[src/rtl/jk_bank_pkg.sv]
`default_nettype none
// ============================================================================
// Module   : jk_bank_pkg
// Purpose  : Shared types and helpers for the JK bank arbiter slice:
//            JK command encoding, arbiter FSM state encoding and the JK
//            next-state function.
// Ports    : none (package)
// Revision : 1.0  initial release
// ============================================================================
package jk_bank_pkg;

    // {J,K} command encoding as seen on req_cmd
    typedef enum logic [1:0] {
        HOLD = 2'b00,
        CLR  = 2'b01,
        SET  = 2'b10,
        TGL  = 2'b11
    } jk_cmd_e;

    // Arbiter FSM states
    typedef enum logic [1:0] {
        ST_IDLE = 2'd0,
        ST_EXEC = 2'd1,
        ST_RESP = 2'd2
    } jk_arb_state_e;

    // Value of a JK cell after applying {J,K} to current value q
    function automatic logic jk_next(input logic q, input logic [1:0] jk);
        logic r;
        case (jk)
            HOLD:    r = q;
            CLR:     r = 1'b0;
            SET:     r = 1'b1;
            default: r = ~q;
        endcase
        return r;
    endfunction

endpackage
`default_nettype wire

[src/rtl/jk_cell_en.sv]
`default_nettype none
// ============================================================================
// Module   : jk_cell_en
// Purpose  : Single JK storage bit with synchronous reset and update enable.
// Ports    : clk  - clock
//            rst  - synchronous active-high reset (clears q)
//            en   - apply {j,k} on this rising edge
//            j, k - JK command inputs
//            q    - registered cell value
// Revision : 1.0  initial release
// ============================================================================
module jk_cell_en
    import jk_bank_pkg::*;
(
    input  logic clk,
    input  logic rst,
    input  logic en,
    input  logic j,
    input  logic k,
    output logic q
);

    logic r_q;

    always_ff @(posedge clk) begin
        if (rst) begin
            r_q <= 1'b0;
        end else if (en) begin
            r_q <= jk_next(r_q, {j, k});
        end
    end

    assign q = r_q;

endmodule
`default_nettype wire

[src/rtl/jk_bank_arbiter.sv]
`default_nettype none
// ============================================================================
// Module   : jk_bank_arbiter
// Purpose  : Arbitrates NREQ requesters issuing single-bit JK commands to a
//            bank of NBITS JK cells, applies one command at a time and
//            returns the post-update bit value to the winner.
//            Build option JK_BANK_ARB_RR_EN: when defined, round-robin
//            arbitration with a rotating pointer; when undefined, fixed
//            priority (lowest requester index wins) with no pointer.
// Ports    : clk, rst    - clock, synchronous active-high reset
//            req_valid   - per-requester command valid        [NREQ]
//            req_ready   - per-requester accept, one-hot/zero [NREQ]
//            req_cmd     - {J,K} per requester                [2*NREQ]
//            req_idx     - target bit per requester           [NREQ*IDXW]
//            resp_valid  - response available
//            resp_ready  - response consumer accept
//            resp_id     - requester owning the response      [IDW]
//            resp_q      - target bit value after the update
//            resp_err    - index out of range, command dropped
//            q_bank      - live bank contents                 [NBITS]
//            busy        - FSM not idle
// Revision : 1.0  initial release
// ============================================================================
module jk_bank_arbiter
    import jk_bank_pkg::*;
#(
    parameter int NREQ  = 4,
    parameter int NBITS = 8,
    parameter int IDXW  = (NBITS > 1) ? $clog2(NBITS) : 1,
    parameter int IDW   = $clog2(NREQ)
) (
    input  logic                   clk,
    input  logic                   rst,
    input  logic [NREQ-1:0]        req_valid,
    output logic [NREQ-1:0]        req_ready,
    input  logic [2*NREQ-1:0]      req_cmd,
    input  logic [NREQ*IDXW-1:0]   req_idx,
    output logic                   resp_valid,
    input  logic                   resp_ready,
    output logic [IDW-1:0]         resp_id,
    output logic                   resp_q,
    output logic                   resp_err,
    output logic [NBITS-1:0]       q_bank,
    output logic                   busy
);

    localparam logic [1:0] c_idle = ST_IDLE;
    localparam logic [1:0] c_exec = ST_EXEC;
    localparam logic [1:0] c_resp = ST_RESP;

    logic [1:0]       r_state;
    logic [1:0]       w_state_nxt;

    // Latched command of the current owner
    logic [IDW-1:0]   r_id;
    logic [1:0]       r_cmd;
    logic [IDXW-1:0]  r_idx;

    logic [IDW-1:0]   w_win;
    logic             w_any;
    logic             w_grant;

    logic [NBITS-1:0] w_bank;
    logic [NBITS-1:0] w_cell_en;
    logic             w_in_range;
    logic             w_cur;

    logic             r_resp_valid;
    logic [IDW-1:0]   r_resp_id;
    logic             r_resp_q;
    logic             r_resp_err;
    logic             r_busy;

    // ------------------------------------------------------------------
    // Winner selection
    // ------------------------------------------------------------------
`ifdef JK_BANK_ARB_RR_EN
    logic [IDW-1:0] r_ptr;
    logic [IDW:0]   w_cand;

    // Ascending search starting at r_ptr with wrap; one extra bit keeps the
    // sum from overflowing before the modulo correction.
    always_comb begin
        w_any  = 1'b0;
        w_win  = '0;
        w_cand = '0;
        for (int i = 0; i < NREQ; i++) begin
            w_cand = {1'b0, r_ptr} + (IDW+1)'(i);
            if (w_cand >= (IDW+1)'(NREQ)) begin
                w_cand = w_cand - (IDW+1)'(NREQ);
            end
            if (!w_any && req_valid[w_cand[IDW-1:0]]) begin
                w_any = 1'b1;
                w_win = w_cand[IDW-1:0];
            end
        end
    end

    always_ff @(posedge clk) begin
        if (rst) begin
            r_ptr <= '0;
        end else if (w_grant) begin
            r_ptr <= (w_win == IDW'(NREQ-1)) ? '0 : w_win + IDW'(1);
        end
    end
`else
    // Descending scan so the lowest asserted index is the last written
    always_comb begin
        w_any = 1'b0;
        w_win = '0;
        for (int i = NREQ-1; i >= 0; i--) begin
            if (req_valid[i]) begin
                w_any = 1'b1;
                w_win = IDW'(i);
            end
        end
    end
`endif

    // req_ready is combinational; suppressed during reset so every output
    // reads 0 while rst is asserted.
    assign w_grant   = (r_state == c_idle) && w_any && !rst;
    assign req_ready = w_grant ? (NREQ'(1) << w_win) : '0;

    // ------------------------------------------------------------------
    // FSM
    // ------------------------------------------------------------------
    always_comb begin
        w_state_nxt = r_state;
        case (r_state)
            c_idle:  if (w_any) w_state_nxt = c_exec;
            c_exec:  w_state_nxt = c_resp;
            c_resp:  if (resp_ready) w_state_nxt = c_idle;
            default: w_state_nxt = c_idle;
        endcase
    end

    assign w_in_range = ({1'b0, r_idx} < (IDXW+1)'(NBITS));
    assign w_cur      = w_in_range ? w_bank[r_idx] : 1'b0;

    always_ff @(posedge clk) begin
        if (rst) begin
            r_state      <= c_idle;
            r_busy       <= 1'b0;
            r_id         <= '0;
            r_cmd        <= '0;
            r_idx        <= '0;
            r_resp_valid <= 1'b0;
            r_resp_id    <= '0;
            r_resp_q     <= 1'b0;
            r_resp_err   <= 1'b0;
        end else begin
            r_state <= w_state_nxt;
            r_busy  <= (w_state_nxt != c_idle);

            if (w_grant) begin
                r_id  <= w_win;
                r_cmd <= req_cmd[2*w_win +: 2];
                r_idx <= req_idx[w_win*IDXW +: IDXW];
            end

            // The response value is computed from the pre-update cell so it
            // matches the bank content the cell takes on this same edge.
            if (r_state == c_exec) begin
                r_resp_valid <= 1'b1;
                r_resp_id    <= r_id;
                r_resp_err   <= !w_in_range;
                r_resp_q     <= w_in_range ? jk_next(w_cur, r_cmd) : 1'b0;
            end else if ((r_state == c_resp) && resp_ready) begin
                r_resp_valid <= 1'b0;
                r_resp_id    <= '0;
                r_resp_err   <= 1'b0;
                r_resp_q     <= 1'b0;
            end
        end
    end

    // ------------------------------------------------------------------
    // Cell bank: only the addressed cell is enabled, and only in EXEC
    // ------------------------------------------------------------------
    generate
        for (genvar b = 0; b < NBITS; b++) begin : g_cells
            assign w_cell_en[b] = (r_state == c_exec) && w_in_range &&
                                  (r_idx == IDXW'(b));
            jk_cell_en u_cell (
                .clk (clk),
                .rst (rst),
                .en  (w_cell_en[b]),
                .j   (r_cmd[1]),
                .k   (r_cmd[0]),
                .q   (w_bank[b])
            );
        end
    endgenerate

    assign q_bank     = w_bank;
    assign busy       = r_busy;
    assign resp_valid = r_resp_valid;
    assign resp_id    = r_resp_id;
    assign resp_q     = r_resp_q;
    assign resp_err   = r_resp_err;

endmodule
`default_nettype wire
[config.mk]
export PLATFORM = sky130hd
export DESIGN_NAME = jk_bank_arbiter
export DESIGN_NICKNAME = d
export VERILOG_FILES = /design/src/rtl/jk_bank_pkg.sv /design/src/rtl/jk_cell_en.sv /design/src/rtl/jk_bank_arbiter.sv
export SDC_FILE = /design/constraint.sdc
export NUM_CORES = 1
export LEC_CHECK = 0
export CAP_MARGIN = 20
export CELL_PAD_IN_SITES_DETAIL_PLACEMENT = 1
export CELL_PAD_IN_SITES_GLOBAL_PLACEMENT = 2
export CORE_MARGIN = 5
export CORE_UTILIZATION = 30
export CTS_CLUSTER_SIZE = 10
export DETAILED_ROUTE_END_ITERATION = 10
export PLACE_DENSITY = 0.93
export SLEW_MARGIN = 25
export SYNTH_ARGS = -nofsm -noshare
export SYNTH_HDL_FRONTEND = slang
export SYNTH_HIERARCHICAL = 1
export SYNTH_SLANG_ARGS = --single-unit
export TNS_END_PERCENT = 1
[constraint.sdc]
create_clock -name clk -period 3.9 [get_ports clk]
set_clock_uncertainty 0.1 [all_clocks]
set_input_delay 0.585 -clock clk [delete_from_list [all_inputs] [get_ports clk]]
set_output_delay 0.585 -clock clk [all_outputs]
set_load 0.02 [all_outputs]
==> results of run 1 <==
## cell usage after synthesis (2+ instances only)
cell,count
clkbuf_1,4
or2_1,3
a211oi_1,10
nand3b_1,4
nand2_1,5
mux2_2,5
nor2_1,21
dfxtp_1,22
nand3_1,9
nand2b_1,4
ha_1,16
o21ai_1,8
nor3_1,8
mux4_2,2
a21oi_1,11
nor2b_4,8
inv_1,25
mux2i_1,10
buf_2,2
## kinds of logic after synthesis
kind of cell | Yosys count
simple gates | 69
compound gates | 35
buf+inv | 34
flops | 22
mux | 17
fa+ha+maj | 16
other cells | 1
## tightest hold or removal path, cell delays in order (launching register included)
cell and delay [ns]:
dfxtp_1 0.32, nand2_1 0.05, a21oi_1 0.05
## per-layer routing
layer / wire (um) / track usage, %
met4: 36 / 3.95
met1: 1770 / 13.2
met3: 262 / 3.06
met2: 1900 / 20.0
met5: 0 / 0
## sequential cells by signal, indices dropped and copies added, names as in the netlist
| register | flops |
|---|---|
| resp_id | 2 |
| r_id | 2 |
| resp_q | 1 |
| g_cells.u_cell/q | 8 |
| busy | 1 |
| r_state | 2 |
| r_idx | 3 |
| r_cmd | 2 |
| resp_valid | 1 |
## cell type report
type	instances	area [um2]	share of cell area, %
multi-input combinational	138	1060	48.5
sequential	22	440	20.2
timing repair buffer	44	438	20.1
inverter	26	97.6	4.48
tap	72	90.1	4.14
clock buffer	4	55.1	2.53
## worst max path at each step
stage	startpoint	endpoint	slack [ns]
finish	rst	req_ready[1]	0.89
global route	req_valid[0]	req_ready[3]	0.73
floorplan	rst	req_ready[1]	1.76
CTS	rst	req_ready[1]	0.86
detailed placement	req_valid[0]	req_ready[3]	0.87
global placement	rst	req_ready[1]	0.88
## power groups by stage
stage          registers [mW]  logic [mW]  clock network (mW)
2_1_floorplan           0.273       0.151                   0
3_3_place_gp            0.278       0.215                   0
3_5_place_dp            0.279       0.223                   0
4_1_cts                 0.274       0.224               0.177
5_1_grt                 0.278       0.249               0.183
6_report                0.272       0.220               0.169
## stage by stage
step	setup slack (ns)	hold WS (ns)	total power [mW]
after floorplan	1.76	0.337	0.424
after global placement	0.879	0.348	0.493
after detailed placement	0.868	0.355	0.502
after CTS	0.857	0.367	0.675
after global routing	0.727	0.388	0.711
final	0.887	0.366	0.661
==> results.sh, run 1 <==
export IMPL_post_route_util_pct=40.3
export IMPL_synth_compound_area_share_pct=14.3
export IMPL_cts_reportedPaths_clkPinSlew_ns=0.08
export IMPL_status="completed"
export IMPL_first_pass_iters=2
export IMPL_dp_hpwl_um=3240
export IMPL_comb_power_share_pct=33.3
export IMPL_r2r_setup_slack_ns=2.09
export IMPL_hold_violations=0
export IMPL_rsz0062_at_grt="no"
export IMPL_num_vias=1432
export IMPL_leakagePower_nw=0.786
export IMPL_slowest_delay_ns=0.63
export IMPL_p_sw_mw=0.220
export IMPL_area_delta_synth_final_pct=32.9
export IMPL_min_period_ns=3.01
export IMPL_synth_top_family_by_area="simple AND/OR/NAND/NOR gates"
export IMPL_synth_warnings=6
export IMPL_place_congestion=0.708
export IMPL_powerDensity_nw_per_um2=303
export IMPL_arrival_ns=2.33
export IMPL_slew_headroom_pct=54.8
export IMPL_setup_tns_ns=0
export IMPL_dieArea_um2=7040
export IMPL_yosysUniqueCellTypes=36
export IMPL_hold_class="flop to flop"
export IMPL_nets=278
export IMPL_netlist_area_leader_share_pct=26.9
export IMPL_crit_family="buffers and inverters"
export IMPL_cts_buffers=3
export IMPL_switching_share_pct=33.3
export IMPL_clock_sinks=22
export IMPL_via_per_inst=4.68
export IMPL_start_util_pct=30.3
export IMPL_stdcell_area_um2=2180
export IMPL_num_rows=27
export IMPL_cp_end_kind="output port"
export IMPL_synth_avg_cell_area_um2=8.45
export IMPL_die_h_um=83.9
export IMPL_layout_common_cells="43 x clkdlybuf4s50_1, 25 x inv_1, 22 x dfxtp_1, 21 x nor2_1, 16 x ha_1"
export IMPL_synthSimpleGateAreaFrac_pct=25.5
export IMPL_fmax_mhz=332
export IMPL_async_reset_ff_share_pct=0
export IMPL_r2r_start="r_idx[0]"
export IMPL_grt_max_degree=19
export IMPL_drt_antenna_violating_nets=0
export IMPL_cts_setup_buffers=0
export IMPL_worst_slew_pin_slew_ns=0.672
export IMPL_pin_count=45
export IMPL_cp_num_buf_inv=2
export IMPL_power_share_sequential_pct=41.2
export IMPL_grt_pass1_wl_um=6690
export IMPL_stdcell_count=306
export IMPL_cts_root_buffer="clkbuf_8"
export IMPL_drc=0
export IMPL_yosys_area_top_type="dfxtp_1"
export IMPL_cp_start_kind="input pin"
export IMPL_path_common_cell="clkdlybuf4s50_1"
export IMPL_diodes=0
export IMPL_synthMuxAreaShare_pct=12.3
export IMPL_grt_pass1_vias=1499
export IMPL_synth_xor_area_share_pct=0
export IMPL_routed_wl_um=3970
export IMPL_required_ns=3.21
export IMPL_final_layout_size_suffix_gt1_share_pct=11.1
export IMPL_cts_tree="done"
export IMPL_cp_num_cells=4
export IMPL_cap_violations=0
export IMPL_postCtsResizedCells=0
export IMPL_final_setup_viol_count=0
export IMPL_antenna_found_initial=0
export IMPL_dp_cells=302
export IMPL_path_cells="clkdlybuf4s50_1 -> nor3_2 -> nor3b_1 -> clkdlybuf4s50_1"
export IMPL_hold_depth=2
export IMPL_grt_remaining_overflow=0
export IMPL_syn_nets=237
export IMPL_synthTopCellsByArea="dfxtp_1 27%, ha_1 12%, nor2b_4 6.7%"
export IMPL_grt_usage_pct=11.4
export IMPL_fillerInstances=667
export IMPL_die_x_um=83.9
export IMPL_clockBufferDepth=2
export IMPL_worstSetupPathType="input pin to output port"
export IMPL_slowest_stage="clkdlybuf4s50_1"
export IMPL_design_core_area_um2=5410
export IMPL_netlist_area_um2=1640
export IMPL_h_tree_depth=1
export IMPL_hp_start="r_id[0]"
export IMPL_intPower_mw=0.441
export IMPL_post_drt_wl_per_cell_um=13.0
export IMPL_ys_seq_area_share_pct=26.9
export IMPL_vdd_drop_max_v=0.000108
export IMPL_r2r_cells=4
export IMPL_finalCritPeriodShare_pct=77.2
export IMPL_synth_edff_count=0
export IMPL_synthCells=194
export IMPL_worstPathMaxFanout=7
export IMPL_dpl_cell_area_um2=2120
export IMPL_synth_fa_ha_area_share_pct=12.2
export IMPL_final_common_cell="clkdlybuf4s50_1"
export IMPL_first_iter_violations=35
export IMPL_clk_latency_ns=0.27
export IMPL_cts_hold_fix_buffers=0
export IMPL_min_to="r_id[0]"
export IMPL_io_buffers=43
export IMPL_ys_seq_elements=22
export IMPL_worstReg2RegEnd="resp_q"
export IMPL_synth_ff_type="dfxtp_1"
export IMPL_slew_viol_final=0
export IMPL_p_clk_share_pct=25.5
(Power assumes the default switching activity.)
==> inputs of run 2 (changes only) <==
- CORE_UTILIZATION: 30 -> 28
- PLACE_DENSITY: 0.93 -> 0.88
- clock period: 3.9 -> 2.8 ns (I/O delays scaled with it)
==> run 2 against run 1 <==
Combinational power rose by 42%. Die area increased by 6.3%. Non-clock buffer count grew 3. Critical endpoint unchanged. Largest cell class unchanged.
==> results.sh, run 2 (same netlist as run 1, synthesis figures left out) <==
export IMPL_status="completed"
export IMPL_cts_root_buffer="clkbuf_8"
export IMPL_cap_violations=0
export IMPL_worstSetupPathType="input pin to output port"
export IMPL_postCtsResizedCells=0
export IMPL_dpl_cell_area_um2=2150
export IMPL_gr_usage_met2_pct=20.4
export IMPL_h_tree_depth=1
export IMPL_grt_remaining_overflow=0
export IMPL_min_period_ns=2.61
export IMPL_num_vias=1481
export IMPL_cp_num_buf_inv=2
export IMPL_p_sw_mw=0.314
export IMPL_finalCritPeriodShare_pct=93.1
export IMPL_hold_class="flop to flop"
export IMPL_place_congestion=0.703
export IMPL_die_x_um=86.5
export IMPL_first_iter_violations=20
export IMPL_dp_cells=305
export IMPL_grt_pass1_vias=1562
export IMPL_post_drt_wl_per_cell_um=13.4
export IMPL_gr_usage_met1_pct=14.3
export IMPL_grt_pass1_wl_um=7130
export IMPL_clk_latency_ns=0.27
export IMPL_post_route_util_pct=39.5
export IMPL_nets=281
export IMPL_design_core_area_um2=5610
export IMPL_required_ns=2.28
export IMPL_gr_max_usage_layer="met2"
export IMPL_routed_wl_um=4140
export IMPL_largest_reg_flops=8
export IMPL_powerDensity_nw_per_um2=450
export IMPL_antenna_found_initial=0
export IMPL_slew_headroom_pct=55.4
export IMPL_cts_setup_buffers=0
export IMPL_stdcell_area_um2=2220
export IMPL_switching_share_pct=31.4
export IMPL_leakagePower_nw=0.807
export IMPL_cts_buffers=3
export IMPL_via_per_inst=4.79
export IMPL_num_rows=27
export IMPL_met3_usage_pct=2.28
export IMPL_vdd_drop_max_v=0.000198
export IMPL_dieArea_um2=7480
export IMPL_start_util_pct=29.2
export IMPL_cts_reportedPaths_clkPinSlew_ns=0.08
export IMPL_io_buffers=43
export IMPL_slew_viol_final=0
export IMPL_grt_usage_pct=11.7
export IMPL_clockBufferDepth=2
export IMPL_arrival_ns=2.09
export IMPL_cts_tree="done"
export IMPL_path_cells="clkdlybuf4s50_1 -> nor3_2 -> nor3b_1 -> clkdlybuf4s50_1"
export IMPL_dp_hpwl_um=3350
export IMPL_rsz0062_at_grt="no"
export IMPL_clock_sinks=22
export IMPL_power_share_sequential_pct=38.1
export IMPL_drt_antenna_violating_nets=0
export IMPL_cp_start_kind="input pin"
export IMPL_dp_worst_setup_slack_ns=0.200
export IMPL_path_common_cell="clkdlybuf4s50_1"
export IMPL_cts_hold_fix_buffers=0
export IMPL_slowest_stage="clkdlybuf4s50_1"
export IMPL_die_h_um=86.5
export IMPL_layout_common_cells="43 x clkdlybuf4s50_1, 25 x inv_1, 22 x dfxtp_1, 21 x nor2_1, 16 x ha_1"
export IMPL_p_clk_share_pct=30.5
export IMPL_intPower_mw=0.684
export IMPL_final_setup_viol_count=0
export IMPL_slowest_delay_ns=0.64
export IMPL_power_mw=0.997
export IMPL_whs_ns=0.365
export IMPL_grt_max_degree=19
export IMPL_fmax_mhz=384
export IMPL_final_common_cell="clkdlybuf4s50_1"
export IMPL_worstPathMaxFanout=5
export IMPL_area_delta_synth_final_pct=35.3
export IMPL_diodes=0
export IMPL_drc=0
export IMPL_worst_slew_pin_slew_ns=0.668
export IMPL_setup_tns_ns=0
export IMPL_comb_power_share_pct=31.4
export IMPL_stdcell_count=309
export IMPL_layout_setup_ws_ns=0.193
export IMPL_pin_count=45
export IMPL_final_layout_size_suffix_gt1_share_pct=12.2
export IMPL_crit_family="buffers and inverters"
export IMPL_hold_violations=0
export IMPL_first_pass_iters=4
export IMPL_cp_end_kind="output port"
## run 2: cell types whose count changed in the layout (fill, tap and decap cells not counted)
cell	change
bufinv_16	+1
clkbuf_8	-1
buf_4	+3
## run 2: metal layers
| metal | vias to the layer above | share of wire (%) |
|---|---|---|
| met3 | 5 | 5.7 |
| met2 | 43 | 49 |
| met1 | 687 | 44 |
| met4 | 0 | 1.3 |
| met5 | - | 0 |
| li1 | 746 | - |
## run 2: worst min-delay path, stage by stage (launching register included)
cell and delay, ns:
dfxtp_1 0.32, nand2_1 0.05, a21oi_1 0.06
## run 2: path summary, 6_finish.rpt
path                            slack (ns)  depth (start not counted)      from      endpoint
worst max-delay path                  0.19                          4       rst  req_ready[1]
worst min-delay path                  0.37                          2   r_id[0]       r_id[0]
worst max register to register        0.96                          4  r_idx[0]        resp_q
worst min register to register        0.37                          2   r_id[0]       r_id[0]
## run 2: final cells by class
type	count	area (um2)
inverters	26	97.6
repair buffers	47	460
fillers	678	3390
clock buffers	3	41.3
clock inverters	1	30.0
well taps	72	90.1
multi-input cells	138	1060
flip-flops and latches	22	440
## run 2: power groups by stage
stage / clock network (mW) / logic (mW) / registers, mW
finish: 0.305 / 0.313 / 0.379
global route: 0.324 / 0.354 / 0.387
CTS: 0.311 / 0.319 / 0.381
detailed placement: 0 / 0.315 / 0.388
global placement: 0 / 0.307 / 0.387
floorplan: 0 / 0.210 / 0.380
==> variant 1, RTL diff (config.mk and constraints of run 1) <==
Change the parameter `NBITS` from 8 to 4.
--- a/src/rtl/jk_bank_arbiter.sv
+++ b/src/rtl/jk_bank_arbiter.sv
@@ -25,7 +25,7 @@
     import jk_bank_pkg::*;
 #(
     parameter int NREQ  = 4,
-    parameter int NBITS = 8,
+    parameter int NBITS = 4,
     parameter int IDXW  = (NBITS > 1) ? $clog2(NBITS) : 1,
     parameter int IDW   = $clog2(NREQ)
 ) (
Ports: changed (resized q_bank and req_idx); port bits go from 45 to 37. No check against the original RTL was run, so the function may have changed too.
==> variant 1 against run 1 <==
Sequential share of layout area up 1.2 points. Combinational power fell by 25%. Synthesized area decreased by 30%. Total power fell by 22%. Core utilization grew 2.7 points. Clock power is 21% lower. Design area fell by 27%. Worst setup slack worse by 64 ps. Routed wire length decreased by 18%. Sequential cell count shrank 5. Via count is 23% lower. Synthesized cell count shrank 29%. Critical endpoint is now req_ready[3]. Largest cell class unchanged. Largest power group unchanged. Highest routed layer unchanged.
==> variant 1: results <==
{
  "leakagePower_nw": 0.592,
  "hold_path_class": "flop to flop",
  "worstPathMaxFanout": 10,
  "nNetsFinal": 205,
  "status": "finished clean",
  "insertion_delay_ps": 250,
  "hpwl_um": 2710,
  "seq_area_frac_synth": 0.296,
  "synthAdderAreaFrac": 0.0870,
  "gp_congestion": 0.800,
  "reg2reg_slack_ps": 2190,
  "setup_ws_ps": 823,
  "layout-drive-gt1-share": 0.110,
  "holdWs_ps": 389,
  "grt_pass1_vias": 1282,
  "synth_cell_types": 33,
  "hold-path-cell-count": 2,
  "drt_iter0_drc": 17,
  "drt-pass1-iter-count": 3,
  "port_buffers": 35,
  "muxShareOfSynthArea": 0.0543,
  "synth_nets": 169,
  "fillers": 457,
  "grtUsageTotal": 0.139,
  "drt-total-wl_um": 3280,
  "via_count": 1107,
  "crit-reg2reg-launch": "r_state[0]",
  "pre_cts_ws_ps": 829,
  "yosys_warnings": 6,
  "max_stage_delay_ps": 640,
  "grt_max_degree": 18,
  "ir_drop_mv": 0.0971,
  "vias_per_cell": 5.01,
  "r2r_end": "g_cells[1].u_cell/q",
  "largest_reg_flops": 4,
  "synth_compound_area_frac": 0.148,
  "grt_pass1_wl_um": 5850,
  "cp-endpoint": "req_ready[3]",
  "worst_ep_arrival_time_ps": 2390,
  "antenna_found_initial": 0,
  "syn_area_per_cell_um2": 8.34,
  "dp.cells": 217,
  "multiInputGateArea_um2": 736,
  "synth_common_cells": "nor2_1, dfxtp_1, a21oi_1",
  "worstSetupPathType": "input pin to primary output",
  "worstRegToRegCells": 6,
  "synthTopCellsByArea": "dfxtp_1, ha_1, a21oi_1, nor2_1, nor2b_4",
  "placed_area_um2": 1540,
  "clockBufferDepth": 2
}
[variant 1: layer usage]
| layer | part of all wire | up-vias | GRT usage |
|---|---|---|---|
| met2 | 0.51 | 36 | 0.253 |
| met4 | 0.012 | 0 | 0.0564 |
| li1 | - | 547 | - |
| met1 | 0.43 | 520 | 0.161 |
| met3 | 0.053 | 4 | 0.0222 |
| met5 | 0 | - | 0 |
[variant 1: critical path: cells and delay by family]
family / cells / cell delay [ps]
buffers and inverters: 2 / 1080
AND/OR/NAND/NOR: 2 / 730
[variant 1: report_power, final]
part	internal (mW)	switching, mW	total, mW
combinational	0.0820	0.0831	0.165
sequential	0.192	0.0214	0.213
clock	0.0710	0.0632	0.134
[variant 1: cell type report]
cell class,count,area share
Clock inverter,1,0.00316
Tap cell,48,0.0379
Inverter,12,0.0284
Timing Repair Buffer,36,0.226
Clock buffer,3,0.0260
Sequential cell,17,0.215
Multi-Input combinational cell,104,0.464
==> variant 2, RTL diff (flow settings as in run 1) <==
Made on the original files. Build with the macro `JK_BANK_ARB_RR_EN` defined.
--- a/src/rtl/jk_bank_arbiter.sv
+++ b/src/rtl/jk_bank_arbiter.sv
@@ -21,6 +21,8 @@
 //            busy        - FSM not idle
 // Revision : 1.0  initial release
 // ============================================================================
+`define JK_BANK_ARB_RR_EN
+
 module jk_bank_arbiter
     import jk_bank_pkg::*;
 #(
Behaviour: not the same (Yosys sat finds a counterexample within 4 cycles, from zero or initial values and one cycle with rst high).
==> variant 2 against run 1 <==
Die area rose by 8.9%. Hold slack better by 6.6 ps. Sequential cell count is 2 higher. Total power grew 41%. Routed wire length grew 5.0%. Design area rose by 8.5%. Synthesized area is 10% higher. Count of clock-buffer cells in the layout shrank 1. Sequential power rose by 23%. Cell count is 6.2% higher. Via count grew 6.8%. Worst setup slack got worse by 560 ps. Critical path type unchanged. Largest cell class unchanged.
==> variant 2: results <==
{
  "r2r_end": "r_ptr[0]",
  "crit_start": "req_valid[2]",
  "max_freq_mhz": 280,
  "ir_drop_mv": 0.136,
  "hpwl_um": 3360,
  "drt-pass1-iter-count": 4,
  "leakagePower_nw": 0.871,
  "crit-reg2reg-launch": "r_ptr[1]",
  "status": "finished clean",
  "gp_congestion": 0.736,
  "fillers": 695,
  "worst_ep_arrival_time_ps": 2890,
  "cp-endpoint": "req_ready[0]",
  "placed_area_um2": 2290,
  "synth_nets": 258,
  "pre_cts_ws_ps": 324,
  "seq_area_frac_synth": 0.266,
  "nNetsFinal": 298,
  "grt_pass1_wl_um": 7230,
  "synth_cell_types": 37,
  "synth_common_cells": "dfxtp_1, nor2_1, ha_1, inv_1, mux2i_1",
  "synthTopCellsByArea": "dfxtp_1, ha_1, mux2i_1, nor2b_4, nor2_1",
  "worst_slew_margin_rel": 0.555,
  "holdWs_ps": 373,
  "wl_per_cell_um": 12.8,
  "worstRegToRegCells": 6,
  "reg2reg_slack_ps": 1750
}
-- variant 2: area by class of cell --
cell class	instances	area (um^2)	area share
inverter	21	78.8	0.0334
clock inverter	1	30.0	0.0127
sequential	24	480	0.203
clock buffer	3	41.3	0.0175
multi-input combinational	156	1190	0.505
tap	75	93.8	0.0397
timing repair buffer	45	445	0.188
-- variant 2: worst min-delay path by stage --
stage               to     from
6_report       r_id[0]  r_id[0]
2_1_floorplan  r_id[0]  r_id[0]
3_5_place_dp   r_id[0]  r_id[0]
4_1_cts        r_id[0]  r_id[0]
5_1_grt        r_id[0]  r_id[0]
3_3_place_gp   r_id[0]  r_id[0]
-- variant 2: worst min-delay path: cells and delay by family (launching register included) --
kind	cells	cell delay, ps
AOI/OAI and AO/OA	1	60
DFF	1	320
and+or+nand+nor	1	60
-- variant 2: cell families (layout without fill, tap and decap cells) --
family | Yosys count | count (layout) | share of synthesized area
multiplexers | 18 | 18 | 0.114
buffers and inverters | 31 | 70 | 0.0721
AO/OA/AOI/OAI | 34 | 34 | 0.121
AND/OR/NAND/NOR | 83 | 83 | 0.286
adder cells (fa/ha/maj) | 20 | 20 | 0.139
flip-flops | 24 | 24 | 0.266
other | 1 | 1 | 0.00208
-- variant 2: layer usage --
layer	GRT usage	vias up	wire length, um
met3	0.0151	2	201
li1	-	793	-
met5	0	-	0
met2	0.194	34	1950
met1	0.157	701	1990
met4	0.0335	0	38
-- variant 2: report_power, final --
group,total [mW],internal (mW),switching [mW]
sequential,0.334,0.277,0.0568
combinational,0.375,0.178,0.197
clock,0.222,0.137,0.0850
total,0.930,0.592,0.339
